[src/rtl/sd_dat_response_rx.sv]
`default_nettype none
// sd_dat_response_rx: receives the card's CRC-status token on DAT0 after a
// write block, tracks the busy period and reports a single registered result.
module sd_dat_response_rx #(
  parameter int CNT_W = 16
) (
  input  logic             sd_clock,
  input  logic             reset,
  input  logic             enable,
  input  logic             dat_in,
  input  logic [CNT_W-1:0] TIMEOUT_REG,
  input  logic [CNT_W-1:0] BUSY_TIMEOUT,
  output logic [2:0]       status,
  output logic             accepted,
  output logic             crc_error,
  output logic             write_error,
  output logic             frame_error,
  output logic             timeout,
  output logic             busy,
  output logic             done
);

  typedef enum logic [2:0] {
    IDLE       = 3'd0,
    WAIT_START = 3'd1,
    STATUS     = 3'd2,
    END_BIT    = 3'd3,
    BUSY       = 3'd4,
    DONE       = 3'd5
  } state_t;

  localparam logic [CNT_W-1:0] CNT_ONE = CNT_W'(1);

  state_t           state;
  logic [1:0]       bit_cnt;
  logic [CNT_W-1:0] cyc_cnt;
  logic [CNT_W-1:0] start_limit;
  logic [CNT_W-1:0] busy_limit;

  // A programmed limit of zero behaves like one: terminal count is 0.
  always_comb begin
    start_limit = (TIMEOUT_REG == '0)  ? '0 : TIMEOUT_REG - CNT_ONE;
    busy_limit  = (BUSY_TIMEOUT == '0) ? '0 : BUSY_TIMEOUT - CNT_ONE;
  end

  always_ff @(posedge sd_clock) begin
    if (!reset) begin
      state       <= IDLE;
      bit_cnt     <= 2'd0;
      cyc_cnt     <= '0;
      status      <= 3'b000;
      accepted    <= 1'b0;
      crc_error   <= 1'b0;
      write_error <= 1'b0;
      frame_error <= 1'b0;
      timeout     <= 1'b0;
      busy        <= 1'b0;
      done        <= 1'b0;
    end else begin
      done <= 1'b0;
      case (state)
        IDLE: begin
          busy <= 1'b0;
          if (enable) begin
            status      <= 3'b000;
            accepted    <= 1'b0;
            crc_error   <= 1'b0;
            write_error <= 1'b0;
            frame_error <= 1'b0;
            timeout     <= 1'b0;
            bit_cnt     <= 2'd0;
            cyc_cnt     <= '0;
            state       <= WAIT_START;
          end
        end

        WAIT_START: begin
          if (!dat_in) begin
            cyc_cnt <= '0;
            state   <= STATUS;
          end else if (cyc_cnt == start_limit) begin
            timeout <= 1'b1;
            done    <= 1'b1;
            state   <= DONE;
          end else begin
            cyc_cnt <= cyc_cnt + CNT_ONE;
          end
        end

        STATUS: begin
          status <= {status[1:0], dat_in};
          if (bit_cnt == 2'd2) begin
            bit_cnt <= 2'd0;
            state   <= END_BIT;
          end else begin
            bit_cnt <= bit_cnt + 2'd1;
          end
        end

        END_BIT: begin
          cyc_cnt <= '0;
          // A bad end bit or unknown token skips busy tracking entirely.
          if (!dat_in || !(status == 3'b010 || status == 3'b101 || status == 3'b110)) begin
            frame_error <= 1'b1;
            done        <= 1'b1;
            state       <= DONE;
          end else begin
            accepted    <= (status == 3'b010);
            crc_error   <= (status == 3'b101);
            write_error <= (status == 3'b110);
            busy        <= 1'b1;
            state       <= BUSY;
          end
        end

        BUSY: begin
          if (dat_in) begin
            busy  <= 1'b0;
            done  <= 1'b1;
            state <= DONE;
          end else if (cyc_cnt == busy_limit) begin
            busy    <= 1'b0;
            timeout <= 1'b1;
            done    <= 1'b1;
            state   <= DONE;
          end else begin
            cyc_cnt <= cyc_cnt + CNT_ONE;
          end
        end

        DONE: begin
          state <= IDLE;
        end

        default: begin
          busy  <= 1'b0;
          state <= IDLE;
        end
      endcase
    end
  end

endmodule
`default_nettype wire

[config.mk]
export PLATFORM = sky130hd
export DESIGN_NAME = sd_dat_response_rx
export DESIGN_NICKNAME = d
export VERILOG_FILES = /design/src/rtl/sd_dat_response_rx.sv
export SDC_FILE = /design/constraint.sdc
export NUM_CORES = 1
export LEC_CHECK = 0
export ABC_CLOCK_PERIOD_IN_PS = 4600
export CAP_MARGIN = 20
export CORE_MARGIN = 5
export CORE_UTILIZATION = 35
export DETAILED_ROUTE_END_ITERATION = 8
export GPL_TIMING_DRIVEN = 0
export PLACE_DENSITY_LB_ADDON = 0.3
export SYNTH_ARGS = -nofsm -noshare
export SYNTH_HDL_FRONTEND = slang
export SYNTH_SLANG_ARGS = --single-unit
[constraint.sdc]
create_clock -name sd_clock -period 4.6 [get_ports sd_clock]
set_input_delay 0.92 -clock sd_clock [delete_from_list [all_inputs] [get_ports sd_clock]]
set_output_delay 0.92 -clock sd_clock [all_outputs]
set_load 0.02 [all_outputs]
==> results.sh <==
export IMPL_final_common_cell="nor2_1"
export IMPL_grt_ovfl_total=0
export IMPL_end_kind="register"
export IMPL_max_vdd_ir_drop_uv=221
export IMPL_hp_class="register to register"
export IMPL_track_usage=0.173
export IMPL_clock_sinks=31
export IMPL_async_flop_share=0
export IMPL_via_per_inst=5.89
export IMPL_cts_hold_buf=0
export IMPL_rsz0062_at_grt="false"
export IMPL_skew_ps=10.4
export IMPL_cp_start_kind="primary input"
export IMPL_p_leak_nw=1.34
export IMPL_cap_violations=0
export IMPL_synth_edf_count=0
export IMPL_antenna_left=0
export IMPL_crit_type="primary input to register"
export IMPL_cts_made_buffers=5
export IMPL_routed_wl_mm=10.0
export IMPL_boundaryPins=46
export IMPL_hold_viol=0
export IMPL_clk_pin_slew_worst_paths_ps=70
export IMPL_yosys_cell_types_count=71
export IMPL_dp_cells=621
export IMPL_die_h_um=107
export IMPL_dp_hpwl_mm=7.66
export IMPL_fillers=940
export IMPL_drc=0
export IMPL_synthFlopType="dfxtp_1"
export IMPL_gp_congestion=0.901
export IMPL_final_cell_mix="42 x nor2_1, 41 x clkdlybuf4s50_1, 34 x nand2_1"
export IMPL_cts_htree_levels=2
export IMPL_syn_cell_area_um2=3320
export IMPL_status="completed"
export IMPL_start_util=0.359
export IMPL_die_area_um2=11500
export IMPL_syn_nets=490
export IMPL_syn_inst=451
export IMPL_drtIter0Drc=201
export IMPL_drive_gt1_frac=0.0800
export IMPL_grt_pass1_vias=3424
export IMPL_seq_area_um2=621
export IMPL_finalMaxSlewViolations=0
export IMPL_rows=35
export IMPL_cp_arrival_ps=4640
export IMPL_dr_pass1_iters=5
export IMPL_yosys_register_bits=31
export IMPL_cts_buffer_depth=2
export IMPL_grt_start_max_net_pins=11
export IMPL_power_density_nw_per_um2=185
export IMPL_die_w_um=107
export IMPL_cts_root_buf="clkbuf_8"
export IMPL_finalSetupViolCount=0
export IMPL_syn2layout_area_growth_pct=21.2
export IMPL_cp_required_ps=4780
export IMPL_fin_cells=629
export IMPL_yosysSeqAreaShare=0.187
export IMPL_maxSlewHeadroom=0.517
export IMPL_post_cts_repair_setup_buffers=0
export IMPL_finalCriticalPeriod_ps=4460
export IMPL_multi_input_area_um2=2540
export IMPL_antenna_found_initial=0
export IMPL_wire_per_inst_um=15.9
export IMPL_synth_area_per_cell_um2=7.35
export IMPL_yosys_warnings=0
export IMPL_route_vias_total=3706
export IMPL_cts_tree="done"
export IMPL_core_area_um2=9240
export IMPL_crit_fanout=8
export IMPL_max_freq_mhz=224
export IMPL_diodes=0
export IMPL_power_uw=744
export IMPL_worst_skew_pair_late_latency_ps=280
export IMPL_grt_pass1_wl_mm=16.5
export IMPL_min_period_over_period=0.970
export IMPL_nets=538
export IMPL_port_buffer_count=41
export IMPL_worst_slew_pin_transition_ps=718
## worst paths after layout
kind                   startpoint           to  slack, ps  depth (start not counted)
setup / recovery  BUSY_TIMEOUT[3]   cyc_cnt[7]        140                         12
hold / removal        write_error  write_error        490                          2
setup reg to reg       cyc_cnt[3]  cyc_cnt[13]       1630                         12
hold reg to reg       write_error  write_error        490                          2
## critical path, cell delays in order
cell             delay (ps)
clkdlybuf4s50_1         520
or4_1                   540
buf_2                   170
or4_1                   450
buf_2                   190
or4_4                   490
a221oi_2                260
o211ai_1                190
nor3_2                  230
nand3_2                 190
nand4_1                 160
mux2_1                  320
## cell families (layout without fill, tap and decap cells)
logic type | Yosys count | after routing | share of synthesized area
buffers and inverters | 41 | 90 | 0.0513
adders and majority gates | 3 | 3 | 0.0113
xor gates and xnor gates | 34 | 34 | 0.107
muxes | 12 | 12 | 0.0374
DFF | 31 | 31 | 0.187
AOI/OAI and AO/OA | 106 | 106 | 0.224
and+or+nand+nor | 224 | 224 | 0.382
## per-layer routing
metal  wire (um)  global-route usage  part of all wire  vias up
met5           0                   0                 0        -
met4         153              0.0370             0.015        0
met3         685              0.0216             0.068       21
met2        4540               0.286              0.45      132
met1        4630               0.241              0.46     1744
li1            -                   -                 -     1809
## repair_timing
item                       in CTS  in global routing
hold endpoints to repair        0                  0
gates resized for setup         0                  5
setup endpoints to repair       0                 13
## synthesized netlist by cell type (all sizes together) (4+ instances only)
library cell / number / area [um2]
a31o: 7 / 61.3
or4: 11 / 90.1
or4b: 4 / 40.0
nand4b: 4 / 35.0
o31ai: 4 / 30.0
nor4: 16 / 106
xor2: 11 / 96.3
nor3: 19 / 100
xnor2: 19 / 166
nand3: 15 / 80.1
nor3b: 5 / 37.5
and2: 5 / 31.3
o211ai: 5 / 37.5
a21oi: 23 / 115
or3: 10 / 62.6
nor2: 43 / 161
or2: 12 / 75.1
dfxtp: 31 / 621
nor2b: 5 / 31.3
inv: 12 / 45.0
nand4: 7 / 43.8
nand2: 34 / 128
clkbuf: 22 / 82.6
a31oi: 7 / 43.8
a32oi: 5 / 43.8
buf: 7 / 42.5
o21ai: 16 / 80.1
and3: 12 / 75.1
o22ai: 5 / 31.3
a211oi: 4 / 30.0
nand3b: 4 / 30.0
mux2i: 9 / 90.1
nand2b: 10 / 62.6
## flip-flops by register name, indices dropped and copies added (netlist names)
| register | flops |
|---|---|
| accepted | 1 |
| bit_cnt | 2 |
| busy | 1 |
| crc_error | 1 |
| cyc_cnt | 16 |
| done | 1 |
| frame_error | 1 |
| state | 3 |
| status | 3 |
| timeout | 1 |
| write_error | 1 |
## where the power goes
part           switching (mW)  leakage (nW)  internal (mW)
combinational           0.108          1.03         0.0807
clock                   0.103        0.0612          0.175
sequential            0.00435         0.250          0.273
total                   0.216          1.34          0.528
## layout make-up
type                    count  area share
multi-input cells         379       0.631
flip-flops and latches     31       0.154
repair buffers             41       0.102
well taps                 129      0.0401
plain buffers              29      0.0314
clock buffers               6      0.0205
inverters                  12      0.0112
clock inverters             2     0.00871
## through the flow
step | instance area, um2 | setup slack [ps] | util | hold WS, ps | setup TNS (ps)
after floorplan | 3320 | 626 | - | 504 | 0
final | 4020 | 137 | 0.435 | 487 | 0
after CTS | 4010 | 96.7 | 0.433 | 487 | 0
after detailed placement | 3890 | -180 | 0.421 | 474 | -1540
after global placement | 3890 | -123 | 0.421 | 467 | -996
after global routing | 4020 | 0.509 | 0.435 | 517 | 0
No activity file was read; power rests on OpenSTA's default activity.
